--- config.mk ---
export PLATFORM = sky130hd
export DESIGN_NAME = nios2_ci_core_copy_master_flat
export DESIGN_NICKNAME = d
export VERILOG_FILES = /design/src/rtl/nios2_ci_core_copy_master_pkg.sv /design/src/rtl/nios2_ci_core_copy_master_if.sv /design/src/rtl/nios2_ci_core_copy_master.sv /design/src/flat_wrapper.sv
export SDC_FILE = /design/constraint.sdc
export NUM_CORES = 1
export LEC_CHECK = 0
export BUFFER_PORTS_ARGS = -buffer_cell sky130_fd_sc_hd__buf_2
export CORE_UTILIZATION = 40
export CTS_CLUSTER_SIZE = 14
export DETAILED_ROUTE_END_ITERATION = 8
export PLACE_DENSITY = 0.74
export SLEW_MARGIN = 10
export SYNTH_ARGS = -nofsm -noshare
export SYNTH_HDL_FRONTEND = slang
export SYNTH_SLANG_ARGS = --single-unit
--- constraint.sdc ---
create_clock -name clk -period 2.05 [get_ports clk]
set_input_delay 0.1025 -clock clk [delete_from_list [all_inputs] [get_ports clk]]
set_output_delay 0.1025 -clock clk [all_outputs]
set_load 0.01 [all_outputs]
--- src/rtl/nios2_ci_core_copy_master_pkg.sv ---
// Shared definitions for the block-copy Avalon-MM master.
// Holds the FSM state encoding, the byteenable constant and default widths.
// No ports; imported by the interface and the top module.
package nios2_ci_core_copy_pkg;

  localparam int ADDR_W_DEFAULT = 13;  // 8192-word RAM
  localparam int LEN_W_DEFAULT  = 14;  // lengths 0..8192

  localparam logic [3:0] BYTEENABLE_ALL = 4'hF;

  typedef enum logic [2:0] {
    IDLE    = 3'd0,
    RD_REQ  = 3'd1,
    RD_WAIT = 3'd2,
    WR_REQ  = 3'd3,
    DONE    = 3'd4
  } state_e;

endpackage

--- src/rtl/nios2_ci_core_copy_master_if.sv ---
// Avalon-MM bus between the copy master and a word-addressed slave.
// master modport: drives address/read/write/byteenable/writedata,
//   receives readdata/waitrequest/readdatavalid. slave modport is the mirror.
interface nios2_ci_core_copy_master_if
  import nios2_ci_core_copy_pkg::*;
#(
  parameter int ADDR_W = ADDR_W_DEFAULT
) ();

  logic [ADDR_W-1:0] avm_address;
  logic              avm_read;
  logic              avm_write;
  logic [3:0]        avm_byteenable;
  logic [31:0]       avm_writedata;
  logic [31:0]       avm_readdata;
  logic              avm_waitrequest;
  logic              avm_readdatavalid;

  modport master (
    output avm_address, avm_read, avm_write, avm_byteenable, avm_writedata,
    input  avm_readdata, avm_waitrequest, avm_readdatavalid
  );

  modport slave (
    input  avm_address, avm_read, avm_write, avm_byteenable, avm_writedata,
    output avm_readdata, avm_waitrequest, avm_readdatavalid
  );

endinterface

--- src/rtl/nios2_ci_core_copy_master.sv ---
// Purpose: Avalon-MM master copying ctl_len words from ctl_src to ctl_dst, ascending.
// Latency: 3 cycles/word with a zero-wait, 1-cycle-latency slave; done 1 cycle after last write.
// Backpressure: avm_waitrequest holds the current command stable; one read outstanding max.
// Ports: clk/reset (sync, active-high); ctl_* start/busy/done/count control side;
//   avm (master modport) Avalon-MM bus. Define NIOS2_CI_CORE_COPY_FILL_EN to add
//   ctl_fill/ctl_pattern, which write a constant pattern at one word per cycle.
module nios2_ci_core_copy_master
  import nios2_ci_core_copy_pkg::*;
#(
  parameter int ADDR_W = ADDR_W_DEFAULT,
  parameter int LEN_W  = LEN_W_DEFAULT
) (
  input  logic              clk,
  input  logic              reset,
  input  logic              ctl_start,
  input  logic [ADDR_W-1:0] ctl_src,
  input  logic [ADDR_W-1:0] ctl_dst,
  input  logic [LEN_W-1:0]  ctl_len,
  input  logic              ctl_abort,
`ifdef NIOS2_CI_CORE_COPY_FILL_EN
  input  logic              ctl_fill,
  input  logic [31:0]       ctl_pattern,
`endif
  output logic              ctl_busy,
  output logic              ctl_done,
  output logic              ctl_aborted,
  output logic [LEN_W-1:0]  ctl_count,
  nios2_ci_core_copy_master_if.master avm
);

  state_e            state_q, state_d;
  logic [ADDR_W-1:0] src_q, src_d;
  logic [ADDR_W-1:0] dst_q, dst_d;
  logic [LEN_W-1:0]  rem_q, rem_d;
  logic [LEN_W-1:0]  count_q, count_d;
  logic              abort_q, abort_d;
  logic              aborted_q, aborted_d;
  logic              fill_q, fill_d;
  logic [31:0]       wdata_q, wdata_d;
  logic              abort_now;
  logic              fill_in;
  logic [31:0]       pattern_in;

`ifdef NIOS2_CI_CORE_COPY_FILL_EN
  assign fill_in    = ctl_fill;
  assign pattern_in = ctl_pattern;
`else
  assign fill_in    = 1'b0;
  assign pattern_in = 32'h0;
`endif

  // The live abort input is ORed in so a pulse arriving in the very cycle of a
  // transfer boundary still stops the copy there.
  assign abort_now = abort_q | ctl_abort;

  always_comb begin
    state_d   = state_q;
    src_d     = src_q;
    dst_d     = dst_q;
    rem_d     = rem_q;
    count_d   = count_q;
    aborted_d = aborted_q;
    fill_d    = fill_q;
    wdata_d   = wdata_q;
    abort_d   = abort_q | (ctl_abort & (state_q != IDLE));

    unique case (state_q)
      IDLE: begin
        if (ctl_start) begin
          src_d     = ctl_src;
          dst_d     = ctl_dst;
          rem_d     = ctl_len;
          count_d   = '0;
          aborted_d = 1'b0;
          abort_d   = 1'b0;
          fill_d    = fill_in;
          if (fill_in) wdata_d = pattern_in;
          if (ctl_len == '0)  state_d = DONE;
          else if (fill_in)   state_d = WR_REQ;
          else                state_d = RD_REQ;
        end
      end
      RD_REQ: begin
        if (!avm.avm_waitrequest) state_d = RD_WAIT;
      end
      RD_WAIT: begin
        if (avm.avm_readdatavalid) begin
          wdata_d = avm.avm_readdata;
          if (abort_now) begin
            aborted_d = 1'b1;
            state_d   = DONE;
          end else begin
            state_d = WR_REQ;
          end
        end
      end
      WR_REQ: begin
        if (!avm.avm_waitrequest) begin
          src_d   = src_q + 1'b1;  // wraps modulo 2^ADDR_W
          dst_d   = dst_q + 1'b1;
          rem_d   = rem_q - 1'b1;
          count_d = count_q + 1'b1;
          // Completing the final word wins over a pending abort.
          if (rem_q == LEN_W'(1)) begin
            state_d = DONE;
          end else if (abort_now) begin
            aborted_d = 1'b1;
            state_d   = DONE;
          end else begin
            state_d = fill_q ? WR_REQ : RD_REQ;
          end
        end
      end
      DONE:    state_d = IDLE;
      default: state_d = IDLE;
    endcase
  end

  always_ff @(posedge clk) begin
    if (reset) begin
      state_q   <= IDLE;
      src_q     <= '0;
      dst_q     <= '0;
      rem_q     <= '0;
      count_q   <= '0;
      abort_q   <= 1'b0;
      aborted_q <= 1'b0;
      fill_q    <= 1'b0;
      wdata_q   <= '0;
    end else begin
      state_q   <= state_d;
      src_q     <= src_d;
      dst_q     <= dst_d;
      rem_q     <= rem_d;
      count_q   <= count_d;
      abort_q   <= abort_d;
      aborted_q <= aborted_d;
      fill_q    <= fill_d;
      wdata_q   <= wdata_d;
    end
  end

  // Bus outputs decode straight from the state register, so read and write
  // are mutually exclusive and everything is zero in IDLE.
  assign avm.avm_read       = (state_q == RD_REQ);
  assign avm.avm_write      = (state_q == WR_REQ);
  assign avm.avm_address    = (state_q == RD_REQ) ? src_q :
                              (state_q == WR_REQ) ? dst_q : '0;
  assign avm.avm_byteenable = (avm.avm_read | avm.avm_write) ? BYTEENABLE_ALL : 4'h0;
  assign avm.avm_writedata  = wdata_q;

  assign ctl_busy    = (state_q == RD_REQ) || (state_q == RD_WAIT) || (state_q == WR_REQ);
  assign ctl_done    = (state_q == DONE);
  assign ctl_aborted = aborted_q;
  assign ctl_count   = count_q;

endmodule

--- src/flat_wrapper.sv ---
// flat-port wrapper written by rule: the top's interface ports become plain ports
module nios2_ci_core_copy_master_flat import nios2_ci_core_copy_pkg::*;
#(
  parameter int ADDR_W = ADDR_W_DEFAULT,
  parameter int LEN_W  = LEN_W_DEFAULT
)
  (clk, reset, ctl_start, ctl_src, ctl_dst, ctl_len, ctl_abort, ctl_busy, ctl_done, ctl_aborted, ctl_count, avm_avm_address, avm_avm_read, avm_avm_write, avm_avm_byteenable, avm_avm_writedata, avm_avm_readdata, avm_avm_waitrequest, avm_avm_readdatavalid);
  nios2_ci_core_copy_master_if #(.ADDR_W(ADDR_W)) avm_i ();
  input  logic clk;
  input  logic reset;
  input  logic ctl_start;
  input  logic [ADDR_W-1:0] ctl_src;
  input  logic [ADDR_W-1:0] ctl_dst;
  input  logic [LEN_W-1:0] ctl_len;
  input  logic ctl_abort;
  output logic ctl_busy;
  output logic ctl_done;
  output logic ctl_aborted;
  output logic [LEN_W-1:0] ctl_count;
  output wire logic [$bits(avm_i.avm_address)-1:0] avm_avm_address;
  output wire logic [$bits(avm_i.avm_read)-1:0] avm_avm_read;
  output wire logic [$bits(avm_i.avm_write)-1:0] avm_avm_write;
  output wire logic [$bits(avm_i.avm_byteenable)-1:0] avm_avm_byteenable;
  output wire logic [$bits(avm_i.avm_writedata)-1:0] avm_avm_writedata;
  input wire logic [$bits(avm_i.avm_readdata)-1:0] avm_avm_readdata;
  input wire logic [$bits(avm_i.avm_waitrequest)-1:0] avm_avm_waitrequest;
  input wire logic [$bits(avm_i.avm_readdatavalid)-1:0] avm_avm_readdatavalid;
  assign avm_avm_address = avm_i.avm_address;
  assign avm_avm_read = avm_i.avm_read;
  assign avm_avm_write = avm_i.avm_write;
  assign avm_avm_byteenable = avm_i.avm_byteenable;
  assign avm_avm_writedata = avm_i.avm_writedata;
  assign avm_i.avm_readdata = avm_avm_readdata;
  assign avm_i.avm_waitrequest = avm_avm_waitrequest;
  assign avm_i.avm_readdatavalid = avm_avm_readdatavalid;
  nios2_ci_core_copy_master #(.ADDR_W(ADDR_W), .LEN_W(LEN_W)) u_core (.clk(clk), .reset(reset), .ctl_start(ctl_start), .ctl_src(ctl_src), .ctl_dst(ctl_dst), .ctl_len(ctl_len), .ctl_abort(ctl_abort), .ctl_busy(ctl_busy), .ctl_done(ctl_done), .ctl_aborted(ctl_aborted), .ctl_count(ctl_count), .avm(avm_i));
endmodule
Word-level counts from Yosys, hierarchy flattened
Index checks and enable logic that the tools add are counted.

Multiplexer cells: 32. Equality and inequality tests: 10. Reduce and logical (&&, ||, !) cells: 11. $add $sub $neg: 4. Bitwise operators: 4.

Operator list (number): $mux W13 (6); $mux W14 (4); $pmux W14 S2 (2); $pmux W13 S2 (2); $add A13 B1 Y13 const B (2); $mux W3 (8); $add A14 B1 Y14 const B (1); $eq A14 B1 Y1 const B (1); $logic_not A14 Y1 (1); $sub A14 B1 Y14 const B (1); $pmux W3 S4 (1); $ne A2 B2 Y1 const B (5); $mux W1 (7); $eq A3 B2 Y1 const B (2); $reduce_bool A3 Y1 (2); $reduce_and A5 Y1 (1); $mux W4 (1); $reduce_and A4 Y1 (1); $eq A3 B1 Y1 const B (1); $eq A3 B3 Y1 const B (1); $logic_not A3 Y1 (1); $or A1 B1 Y1 (3); $pmux W1 S3 (1); $reduce_and A3 Y1 (1); 4 further kinds (5).

Bits of input ports: 78. Output and inout port bits: 68. Register bits after elaboration: 91. Word-level logic and storage cells: 69.

Logic depth before layout (Yosys ltp)
Gate-level depths: netlist of the first run.

Word-level depth: 5. Depth in mapped cells: 7. Mapped depth without buffers: 6.

Worst setup path after synthesis of the first run
OpenSTA, ideal clock, no wires.

Path kind: register to register. Start point: reg u_core.state_q[1]. End point: reg u_core.count_q[13], in the netlist u_core.ctl_count[13]. Buffers on the path: 1. Setup slack: 256 ps. Cell stages (with the launch flop): 6. Period minus slack after synthesis: 1794 ps. Required time: 1931 ps. Library setup time: 119 ps. Arrival: 1675 ps. Cell sequence: dfxtp_1 -> buf_4 -> or3b_4 -> a211oi_4 -> or4b_1 -> mux2i_1.

Cells in the longest elaborated chain, start to end: 3. Elaborated cells between the ends (all ways): 7. Those cells by class: 3 x eq/ne; 1 x mux; 3 x reduce/logical.

RTL lines: start, declared (line nios2_ci_core_copy_master.sv:31) `state_e state_q, state_d;`; start signal, assigned (line nios2_ci_core_copy_master.sv:131) `state_q <= state_d;`; $eq A3 B2 Y1 or $logic_not A3 Y1 (tied branches) (line nios2_ci_core_copy_master.sv:67) `unique case (state_q)`; $ne A2 B2 Y1 (no line) or $reduce_bool A2 Y1 (tied branches); $reduce_and A3 Y1 (no line); end signal, assigned (line nios2_ci_core_copy_master.sv:135) `count_q <= count_d;`; end, declared (line nios2_ci_core_copy_master.sv:35) `logic [LEN_W-1:0] count_q, count_d;`.

Several ways; a longest one is shown, not always the timed one. A chain may end at the register's enable or synchronous reset.

Final worst setup path of the first run
Start point: reg u_core.rem_q[2]. End point: reg u_core.state_q[2].

Cells in the longest elaborated chain, start to end: 4.

RTL lines: start, declared (line nios2_ci_core_copy_master.sv:34) `logic [LEN_W-1:0] rem_q, rem_d;`; start signal, assigned (line nios2_ci_core_copy_master.sv:134) `rem_q <= rem_d;`; $eq A14 B1 Y1 (line nios2_ci_core_copy_master.sv:104) `if (rem_q == LEN_W'(1)) begin`; $mux W3 (line nios2_ci_core_copy_master.sv:104); $mux W3 (line nios2_ci_core_copy_master.sv:98) `if (!avm.avm_waitrequest) begin`; $pmux W3 S4 (line nios2_ci_core_copy_master.sv:67).

No other way between the ends. The select of a mux whose other input is x is not followed.

==> results_dict.tcl, run 1 <==
set metrics [dict create \
    status "completed" \
    avgViaCountPerCell 5.54 \
    post_synth.cell_area_avg_um2 7.67 \
    num_rows 40 \
    synth-xor-area-share_pct 0.892 \
    critPathRequiredTime_ps 2280 \
    drtAntennaViolNets 0 \
    insertion_delay_ps 350 \
    clock_path_buffers 2 \
    routed_wl_mm 14.2 \
    power_density_mw_per_mm2 708 \
    cts_buffers 9 \
    finalSetupViolCount 0 \
    tns_ps 0 \
    drv_slew 0 \
    p_leak_nw 2.62 \
    rsz0062_at_grt "no" \
    dieArea_mm2 0.0127 \
    path_max_fanout 8 \
    finalPower_w 0.00462 \
    placed_cell_area_mm2 0.00592 \
    yosysTopAreaCellShare_pct 37.1 \
    tightest_slew_ps 522 \
    chipHeight_um 113 \
    ir_drop_mv 0.499 \
    skew_ps 6.53 \
    worst_slack_ps 129 \
    post-route-period-util_pct 93.7 \
    yosys.area_share.simple_pct 26.5 \
    fmax_mhz 520 \
    ys_ff_latch 91 \
    path_class "reg2reg" \
    grt_pass1_vias 4776 \
    syn-num-nets 723 \
    dr.pass1.iters 5 \
    ys_warn_count 0 \
    worstSetupStartpointType "flop" \
    period_minus_slack_ps 1920 \
    core-area_mm2 0.0120 \
    num_vias 5335 \
    arrival_ps 2160 \
    start_util_pct 40.9 \
    finalWeightedCongestion 0.898 \
    synthDominantAreaCellType "dfxtp_1" \
    clk_pin_slew_ps 60 \
    synth_mux_area_share_pct 4.71 \
    wire_per_inst_um 14.8 \
    cts_sinks 91 \
    antenna_found_initial 1 \
    synth_fa_ha_area_share_pct 1.27 \
    die_x_um 113 \
    max-slew-margin-rel_pct 65.2 \
    root_buffer "clkbuf_16" \
    place_ws_ps 144 \
    finalHoldViolations 0 \
    gr-total-overflow 0 \
    num_io_pins 146 \
    area_delta_synth_final_pct 32.9 \
    synth.most_common_cell "nand2_1" \
    ys_top_cells_by_area "dfxtp_1 37%, nand2_1 8.3%, a21oi_1 7.6%" \
    synth_edf_count 0 \
    drive_above_1_share_pct 25.1 \
    crit_path_end_kind "flop" \
    dpl.hpwl_mm 9.74 \
    grt_pass1_wl_mm 23.1 \
    hold_path_class "in2reg" \
    yosys_most_used_dff "dfxtp_1" \
    antenna-diode-count 0 \
    cts_tree "done" \
    grtUsageTotal_pct 22.5 \
    utilization_pct 54.3 \
    grt_max_degree 41 \
    synthArstFlopShare_pct 0 \
    synth_top_family_by_area "simple AND/OR/NAND/NOR gates" \
    drcViolationCount 0 \
    drv_cap 0 \
    netlist_instances 640 \
    synth-compound-area-share_pct 23.6 \
    drt_iter0_markers 299 \
    htreeDepth 3 \
    ys_types 63 \
    nets 894 \
    ys_top_cells_by_count "108 x nand2_1, 91 x dfxtp_1, 75 x a21oi_1" \
    final_area_mm2 0.00653 \
    netlist_area_mm2 0.00491 \
    fillers 1169 \
    port_buffers 145 \
    yosysSeqAreaShare_pct 37.1 \
]
==> registers in the layout (all words and copies together), names as in the netlist <==
| name | flops |
|---|---|
| u_core.abort_q | 1 |
| u_core.avm.avm_writedata | 32 |
| u_core.state_q | 3 |
| u_core.dst_q | 13 |
| u_core.src_q | 13 |
| u_core.ctl_aborted | 1 |
| u_core.ctl_count | 14 |
| u_core.rem_q | 14 |
==> metal layers <==
metal	GRT usage (%)	part of all wire (%)	routed length [um]
met1	29.3	45	6380
met2	36.2	47	6620
met4	11.2	3.1	436
met5	0	0.091	13
met3	3.48	5.4	764
==> path summary, 6_finish.rpt <==
path              depth (start not counted)  slack (ps)                            to                    startpoint
setup reg to reg                          5         130             u_core.state_q[2]               u_core.rem_q[2]
hold / removal                            3          10  u_core.avm.avm_writedata[23]          avm_avm_readdata[23]
hold reg to reg                           2         450  u_core.avm.avm_writedata[20]  u_core.avm.avm_writedata[20]
setup / recovery                          5         130             u_core.state_q[2]               u_core.rem_q[2]
==> area by class of cell <==
cell class / count / area [um2] / share of cell area [%]
Multi-Input combinational cell: 479 / 2810 / 43.0
Sequential cell: 91 / 1820 / 27.9
Timing Repair Buffer: 209 / 1330 / 20.4
Clock buffer: 10 / 239 / 3.66
Tap cell: 147 / 184 / 2.82
Inverter: 21 / 78.8 / 1.21
Clock inverter: 6 / 63.8 / 0.978
==> kinds of logic (layout without fill, tap and decap cells) <==
logic type,after synthesis,in the layout
AOI/OAI and AO/OA,182,182
xor gates and xnor gates,5,5
buffers and inverters,70,246
muxes,23,23
DFF,91,91
adders and majority gates,5,5
and+or+nand+nor,264,264
==> critical path, cell delays in order (launching register included) <==
cell,delay (ps)
dfxtp_1,370
or4_1,640
nor3_1,260
buf_4,170
nand3_1,70
a221oi_1,300
==> placed cells by master, fill, tap and decap left out, drive strengths merged, types with 3 or more instances in the layout <==
cell	n
o21a	5
o32ai	7
nor3b	4
ha	5
nand2b	5
nand2	108
mux2i	22
nand4	12
nor3	13
nor2	38
nor4	11
a31oi	6
a21oi	76
or4	9
o31ai	5
dfxtp	91
a21o	4
o211ai	6
inv	21
a311oi	5
o31a	5
a221oi	3
or4b	4
xnor2	4
dlygate4sd3	30
nand3	20
buf	179
o21ai	30
a22oi	3
o41ai	3
and2	14
or3	13
clkinv	3
a211oi	10
clkbuf	10
==> per-stage QoR <==
stage / hold WS, ps / std cells
floorplan: 238 / 640
global placement: 344 / 917
detailed placement: 349 / 917
CTS: 3.93 / 963
global route: 10.7 / 963
finish: 9.84 / 963
==> where the power goes <==
group	leakage (nW)	switching, W	internal (W)
Combinational	1.74	0.000510	0.000416
Clock	0.145	0.000721	0.000978
Sequential	0.741	0.000118	0.00188
Total	2.62	0.00135	0.00327
==> timing repair <==
item                       4_1_cts  5_1_grt
gates resized for setup          0        1
hold endpoints to repair        30        0
buffers inserted                 0        0
hold buffers                    30        0
setup endpoints to repair        0       16
No activity file was read; power rests on OpenSTA's default activity.
==> inputs of run 2 (changes only) <==
--- a/config.mk
+++ b/config.mk
@@ -6,10 +6,11 @@
 export NUM_CORES = 1
 export LEC_CHECK = 0
 export BUFFER_PORTS_ARGS = -buffer_cell sky130_fd_sc_hd__buf_2
-export CORE_UTILIZATION = 40
+export CORE_MARGIN = 2
+export CORE_UTILIZATION = 35
 export CTS_CLUSTER_SIZE = 14
 export DETAILED_ROUTE_END_ITERATION = 8
-export PLACE_DENSITY = 0.74
+export PLACE_DENSITY = 0.68
 export SLEW_MARGIN = 10
 export SYNTH_ARGS = -nofsm -noshare
 export SYNTH_HDL_FRONTEND = slang
==> run 2 against run 1 <==
  * Hold slack improved by 8.8 ps
  * First-iteration DRC count grew 25%
  * Register-to-register slack lost 20 ps
  * Utilization fell by 7.1 points
  * Die area grew 18%
  * Power shrank 1.5%
  * Global-route usage decreased by 2.6 points
  * Wire length up 3.9%
  * Critical path type unchanged
  * Critical endpoint is now u_core.ctl_count[13]
==> results_dict.tcl, run 2 (same netlist as run 1, synthesis figures left out) <==
set metrics [dict create \
    crit_start "u_core.state_q[1]" \
    area_delta_synth_final_pct 32.5 \
    ir_drop_mv 0.426 \
    clk_pin_slew_ps 60 \
    r2r_slack_ps 110 \
    cts_buffers 9 \
    avgViaCountPerCell 5.34 \
    grt_pass1_vias 4857 \
    hold_start "ctl_dst[1]" \
    drcViolationCount 0 \
    r2r-start "u_core.state_q[1]" \
    num_rows 43 \
    period_minus_slack_ps 1940 \
    cts_sinks 91 \
    power_frac_seq_pct 43.9 \
    num_vias 5306 \
    rsz0062_at_grt "no" \
    arrival_ps 2170 \
    die_x_um 122 \
    clock_path_buffers 2 \
    finalSetupViolCount 0 \
    fmax_mhz 516 \
    clkPwrFrac_pct 35.7 \
    nets 893 \
    port_buffers 145 \
    p_leak_nw 2.59 \
    antenna_found_initial 0 \
    core-area_mm2 0.0138 \
    status "completed" \
    largest_reg_flops 32 \
    fillers 1402 \
    dieArea_mm2 0.0150 \
    chipHeight_um 122 \
    start_util_pct 35.6 \
    critPathRequiredTime_ps 2280 \
    wire_per_inst_um 14.9 \
    multi_input_area_mm2 0.00281 \
    htreeDepth 3 \
    grt_pass1_wl_mm 23.9 \
    p_comb_share_pct 20.5 \
    grt_max_degree 44 \
    post_cts_buffers 0 \
    dr.pass1.iters 5 \
    skew_ps 7.76 \
    utilization_pct 47.2 \
    insertion_delay_ps 350 \
    max-slew-margin-rel_pct 62.5 \
    seq_area_mm2 0.00182 \
    grtUsageTotal_pct 19.8 \
    sw_frac_of_total_pct 29.1 \
    num_io_pins 146 \
    finalHoldViolations 0 \
    power.switching_w 0.00132 \
    routed_wl_mm 14.8 \
    crit_path_end_kind "flop" \
    post-route-period-util_pct 94.6 \
    cts_tree "done" \
    drtAntennaViolNets 0 \
    tns_ps 0 \
    finalWeightedCongestion 0.842 \
    path_max_fanout 9 \
    tightest_slew_ps 562 \
    root_buffer "clkbuf_16" \
    place_ws_ps 125 \
    drv_slew 0 \
    final_common_cell "buf_2" \
    p_int_w 0.00322 \
    mostFrequentLayoutCells "145 x buf_2, 108 x nand2_1, 90 x dfxtp_1" \
    hold_path_class "in2reg" \
    worst_slack_ps 111 \
    gr-total-overflow 0 \
    antenna-diode-count 0 \
    power_density_mw_per_mm2 699 \
    drive_above_1_share_pct 24.4 \
    drt_iter0_markers 375 \
    dpl.hpwl_mm 10.2 \
    drv_cap 0 \
    path_class "reg2reg" \
    worstSetupStartpointType "flop" \
]
run 2: metal layers:
metal	vias up	part of all wire [%]	track usage [%]
met5	-	0	0
met4	0	2.2	8.48
met3	25	5.6	3.02
met2	177	45	30.6
met1	2454	47	27.5
li1	2650	-	-
run 2: repair_timing:
action	in CTS	in global routing
hold endpoints to repair	32	0
resized for setup	0	2
endpoints found under the setup margin	0	6
hold buffers	32	0
run 2: area by class of cell:
cell class / count / area share (%)
Multi-Input combinational cell: 479 / 43.2
Tap cell: 180 / 3.46
Clock inverter: 2 / 0.596
Timing Repair Buffer: 208 / 19.9
Sequential cell: 91 / 28.0
Inverter: 21 / 1.21
Clock buffer: 12 / 3.64
run 2: power groups by stage:
stage | combinational (W) | sequential, W | clock [W]
6_report | 0.000931 | 0.00200 | 0.00162
5_1_grt | 0.00103 | 0.00201 | 0.00173
4_1_cts | 0.000922 | 0.00199 | 0.00166
3_5_place_dp | 0.000869 | 0.00203 | 0
3_3_place_gp | 0.000868 | 0.00203 | 0
2_1_floorplan | 0.000564 | 0.00201 | 0
run 2: worst paths after layout:
check	end	cells after the start
worst min-delay path	u_core.dst_q[1]	3
worst min register to register	u_core.avm.avm_writedata[26]	2
worst max-delay path	u_core.ctl_count[13]	4
worst max register to register	u_core.ctl_count[13]	4
run 2: through the flow:
stage	power, W	hold slack [ps]	area [um2]	cells
final	0.00455	18.7	6500	993
after global routing	0.00477	24.1	6500	993
after CTS	0.00457	7.01	6500	993
after detailed placement	0.00290	349	5900	947
after global placement	0.00290	345	5900	947
after floorplan	0.00257	238	4910	640
run 2: critical path: stages, from the launching register on:
cell	delay, ps
dfxtp_1	510
nand3b_1	320
a211oi_4	380
or4b_1	480
mux2i_1	130
